[src/rtl/sram_bus_arbiter.sv]
// Round-robin arbiter sharing one SRAM port between two valid/ready masters.
// The grant is held for a whole transaction; a watchdog ends hung transfers with ERR_DATA.
module sram_bus_arbiter #(
  parameter int ADDR_WIDTH     = 19,
  parameter int DATA_WIDTH     = 32,
  parameter int TIMEOUT_CYCLES = 256,
  parameter logic [DATA_WIDTH-1:0] ERR_DATA = 32'hDEAD_BEEF
) (
  input  logic                      clk_i,
  input  logic                      rst_i,

  input  logic                      m0_valid_i,
  input  logic [31:0]               m0_addr_i,
  input  logic [DATA_WIDTH/8-1:0]   m0_wstrb_i,
  input  logic [DATA_WIDTH-1:0]     m0_write_data_i,
  output logic [DATA_WIDTH-1:0]     m0_read_data_o,
  output logic                      m0_ready_o,

  input  logic                      m1_valid_i,
  input  logic [31:0]               m1_addr_i,
  input  logic [DATA_WIDTH/8-1:0]   m1_wstrb_i,
  input  logic [DATA_WIDTH-1:0]     m1_write_data_i,
  output logic [DATA_WIDTH-1:0]     m1_read_data_o,
  output logic                      m1_ready_o,

  output logic                      s_valid_o,
  output logic [ADDR_WIDTH-1:0]     s_addr_o,
  output logic [DATA_WIDTH/8-1:0]   s_wstrb_o,
  output logic [DATA_WIDTH-1:0]     s_write_data_o,
  input  logic [DATA_WIDTH-1:0]     s_read_data_i,
  input  logic                      s_ready_i,

  output logic [1:0]                grant_o,
  output logic                      timeout_o,
  output logic                      timeout_master_o
);

  localparam int  CW          = (TIMEOUT_CYCLES > 1) ? $clog2(TIMEOUT_CYCLES) : 1;
  localparam bit  WATCHDOG_ON = (TIMEOUT_CYCLES > 0);
  localparam logic [CW-1:0] LAST_COUNT = WATCHDOG_ON ? CW'(TIMEOUT_CYCLES - 1) : '0;

  typedef enum logic [1:0] {
    IDLE   = 2'd0,
    GRANT0 = 2'd1,
    GRANT1 = 2'd2
  } state_t;

  state_t          state, state_next;
  logic            last_grant, last_grant_next;
  logic [CW-1:0]   count, count_next;
  logic            timeout_next, timeout_master_next;

  logic                  owner;
  logic                  granted;
  logic                  expire;
  logic                  owner_ready;
  logic [DATA_WIDTH-1:0] owner_data;

  // Address bits above the SRAM range are deliberately discarded.
  logic unused_addr_bits;
  assign unused_addr_bits = ^{m0_addr_i[31:ADDR_WIDTH], m1_addr_i[31:ADDR_WIDTH]};

  always_ff @(posedge clk_i) begin
    if (rst_i) begin
      state            <= IDLE;
      last_grant       <= 1'b1;
      count            <= '0;
      timeout_o        <= 1'b0;
      timeout_master_o <= 1'b0;
    end else begin
      state            <= state_next;
      last_grant       <= last_grant_next;
      count            <= count_next;
      timeout_o        <= timeout_next;
      timeout_master_o <= timeout_master_next;
    end
  end

  always_comb begin
    state_next          = state;
    last_grant_next     = last_grant;
    count_next          = count;
    timeout_next        = timeout_o;
    timeout_master_next = timeout_master_o;

    owner   = (state == GRANT1);
    granted = (state == GRANT0) || (state == GRANT1);
    // A real slave completion on the expiry cycle takes precedence over the watchdog.
    expire  = WATCHDOG_ON && granted && !s_ready_i && (count == LAST_COUNT);

    owner_ready = s_ready_i | expire;
    owner_data  = expire ? ERR_DATA : s_read_data_i;

    s_valid_o      = granted;
    s_addr_o       = owner ? m1_addr_i[ADDR_WIDTH-1:0] : m0_addr_i[ADDR_WIDTH-1:0];
    s_wstrb_o      = owner ? m1_wstrb_i : m0_wstrb_i;
    s_write_data_o = owner ? m1_write_data_i : m0_write_data_i;

    m0_ready_o     = (state == GRANT0) && owner_ready;
    m0_read_data_o = (state == GRANT0) ? owner_data : '0;
    m1_ready_o     = (state == GRANT1) && owner_ready;
    m1_read_data_o = (state == GRANT1) ? owner_data : '0;
    grant_o        = {state == GRANT1, state == GRANT0};

    case (state)
      IDLE: begin
        count_next = '0;
        if (m0_valid_i && m1_valid_i) begin
          state_next = last_grant ? GRANT0 : GRANT1;
        end else if (m0_valid_i) begin
          state_next = GRANT0;
        end else if (m1_valid_i) begin
          state_next = GRANT1;
        end
      end
      GRANT0, GRANT1: begin
        if (owner_ready) begin
          state_next      = IDLE;
          last_grant_next = owner;
          count_next      = '0;
          if (expire) begin
            timeout_next        = 1'b1;
            timeout_master_next = owner;
          end
        end else begin
          count_next = count + CW'(1);
        end
      end
      default: begin
        state_next = IDLE;
        count_next = '0;
      end
    endcase
  end

endmodule
[config.mk]
export PLATFORM = sky130hd
export DESIGN_NAME = sram_bus_arbiter
export DESIGN_NICKNAME = d
export VERILOG_FILES = /design/src/rtl/sram_bus_arbiter.sv
export SDC_FILE = /design/constraint.sdc
export NUM_CORES = 1
export LEC_CHECK = 0
export CORE_AREA = 3 3 115 117
export CTS_CLUSTER_DIAMETER = 30
export CTS_CLUSTER_SIZE = 40
export DETAILED_ROUTE_END_ITERATION = 16
export DIE_AREA = 0 0 118 120
export SLEW_MARGIN = 25
export SYNTH_ARGS = -nofsm -noshare
export SYNTH_HDL_FRONTEND = slang
export SYNTH_SLANG_ARGS = --single-unit
[constraint.sdc]
create_clock -name clk_i -period 2.3 [get_ports clk_i]
set_clock_uncertainty 0.05 [all_clocks]
set_input_delay 0.46 -clock clk_i [delete_from_list [all_inputs] [get_ports clk_i]]
set_output_delay 0.46 -clock clk_i [all_outputs]
set_load 0.01 [all_outputs]
==> impl_metrics.yaml <==
run_status:
  status: "complete, but fails checks"
  violations: "setup timing"
sta:
  post-route-min-period_ns: 2.49
  holdWs_ns: 0.408
  worst_slew_pin_slew_ns: 0.423
  max_slew_margin_pct: 71.6
  layout_setup_ws_ns: -0.186
  rsz0062_at_grt: "yes"
  hold_viol_final: 0
  finalCritPeriodShare_pct: 108
  setup-tns-final_ns: -4.80
  drv_slew: 0
  setup_viol: 62
  fmax_mhz: 402
clock_tree:
  h-tree-depth: 1
  clk_latency_ns: 0.25
  path_clk_slew_ns: 0.05
  cts-buffers-inserted: 3
  clockRootBuffer: "clkbuf_16"
  cts_buffer_depth: 2
  cts_tree: "done"
  cts_hold_buffers: 0
  cts_sinks: 13
worst_hold_path:
  hold_path_startpoint: "timeout_master_o"
  hp-class: "reg2reg"
  min_to: "timeout_master_o"
  hold_depth: 2
power_and_ir_drop:
  p_leak_uw: 0.00243
  p_total_uw: 1750
  ir_drop_mv: 0.193
  power_density_nw_per_um2: 328
global_routing:
  grt_max_degree: 35
  overflow: 0
  grt_pass1_vias: 3054
  antenna_found_initial: 0
  track_usage_pct: 16.2
  grt_pass1_wl_um: 18100
finish:
  synthToLayoutAreaGrowth_pct: 190
  antenna_cells: 0
  finalNetCount: 710
  finish.utilization_pct: 42.9
  drive_gt1_share_pct: 47.6
  final_cell_mix: "clkdlybuf4s50_1, buf_2, o21a_1"
  mostFrequentLayoutCell: "clkdlybuf4s50_1"
  stdcell_area_sq_um: 5340
floorplanning:
  dieArea_sq_um: 14200
  start_util_pct: 14.8
  rows: 41
  die_w_um: 118
  die_h_um: 120
  core_sq_um: 12500
  io_pins: 299
synthesis:
  avgSynthCellArea_sq_um: 8.70
  ys.flop_type: "dfxtp_1"
  synth.net_count: 389
  syn-cell-area_sq_um: 1840
  ys_async_sr_fraction_pct: 0
  yosysUniqueCellTypes: 32
  synth_cells: 212
  ys_seq_area_share_pct: 14.1
  synth.ff_latch_count: 13
  ys.warnings.count: 0
  synth_edf_count: 0
routing:
  totalWireLength_um: 12900
  wl_per_cell_um: 18.4
  vias: 2943
  final_antenna_net_count: 0
  via_per_inst: 4.18
  drt_iter0_drc: 71
  drc: 0
  drtPass1Iterations: 6
critical_path:
  rrSetupSlack_ns: 0.31
  cp_max_fo: 6
  cpPeakStageDelay_ns: 0.33
  cp_num_buf_inv: 6
  arrival_ns: 1.98
  worst-setup-path-type: "reg2out"
  crit_top_cell: "buf_12"
  slowest_stage: "dfxtp_2"
  rr_worst_depth: 12
  endpoint_kind: "primary output"
  crit_path_start: "state[0]"
  required_ns: 1.79
  crit-reg2reg-launch: "state[0]"
  r2r-end: "timeout_o"
  worstPathCellList: "inv_2, ha_4, nor2b_4, and3_4, buf_12, buf_12, buf_16, buf_12, o21a_1, buf_2"
  crit_path_start_kind: "flip-flop"
  path_delay_family: "buffers and inverters"
placement:
  gp_congestion: 0.867
  io_buffers: 272
  dpl.hpwl_um: 9600
  placed_area_sq_um: 4900
job:
  cap_viol_max_count: 0
[cell type report]
type                            instances  area (sq um)
Timing Repair Buffer                  338          3220
Inverter                                2          7.51
Clock buffer                            4          78.8
Sequential cell                        13           263
Fill cell                            1244          7120
Multi-Input combinational cell        175          1560
Tap cell                              172           215
[where the power goes]
group | switching (uW) | internal, uW | total (uW) | leakage (uW)
Clock | 105 | 235 | 339 | 0.0000382
Combinational | 440 | 734 | 1170 | 0.00228
Sequential | 5.37 | 235 | 240 | 0.000106
Total | 550 | 1200 | 1750 | 0.00243
[synthesized netlist by cell type (all sizes together), types with 2 or more instances]
| master | instances | area, sq um |
|---|---|---|
| nand3 | 3 | 15.0 |
| xor2 | 4 | 35.0 |
| o21ai | 2 | 10.0 |
| nor2b | 3 | 18.8 |
| mux2 | 55 | 619 |
| clkbuf | 8 | 30.0 |
| nand2 | 7 | 33.8 |
| o21a | 48 | 360 |
| ha | 4 | 50.1 |
| nor2 | 11 | 41.3 |
| nand2b | 3 | 18.8 |
| a32o | 2 | 20.0 |
| buf | 14 | 104 |
| a21oi | 4 | 23.8 |
| and3 | 19 | 119 |
| inv | 2 | 7.51 |
| dfxtp | 13 | 260 |
| nand4 | 2 | 12.5 |
[tightest hold or removal path, delay by kind of cell, from the launching register on]
family / cells / cell delay [ns]
AO/OA/AOI/OAI: 1 / 0.04
flip-flops: 1 / 0.30
AND/OR/NAND/NOR: 1 / 0.07
[how the worst max path moves through the flow]
stage,endpoint,cells past startpoint
floorplan,m0_read_data_o[10],7
finish,m1_read_data_o[5],10
global route,m0_read_data_o[7],10
CTS,m1_read_data_o[5],10
global placement,m0_read_data_o[9],6
detailed placement,m0_read_data_o[24],7
[sequential cells by signal (all words and copies together) (netlist names)]
register,flops
count,8
timeout_o,1
last_grant,1
timeout_master_o,1
state,2
[per-stage QoR]
step	cells	setup slack, ns
after floorplan	212	0.218
after global routing	704	-0.244
after global placement	658	-0.395
after detailed placement	658	-0.398
final	704	-0.186
after CTS	684	-0.161
[layer usage]
metal  wire, um  up-vias  share of wire (%)  global-route usage, %
met4         98        0               0.76                   1.98
met2       6420      140                 50                   29.2
li1           -     1419                  -                      -
met3        998        7                7.7                   4.24
met5          0        -                  0                      0
met1       5400     1377                 42                   20.0
[kinds of logic (layout without fill, tap and decap cells)]
group,Yosys count,in the layout,share of synthesized area [%]
flip-flops,13,13,14.1
multiplexers,56,56,34.1
XOR/XNOR,5,5,2.37
AND/OR/NAND/NOR,52,52,15.7
buffers and inverters,24,344,7.67
AO/OA/AOI/OAI,58,58,23.3
adder cells (fa/ha/maj),4,4,2.71
[repair_timing]
item | 4_1_cts | 5_1_grt
pin swaps | 2 | 8
cloned | 9 | 4
buffers inserted | 13 | 23
gates resized for setup | 390 | 146
setup endpoints to repair | 121 | 120
(Power assumes the default switching activity.)
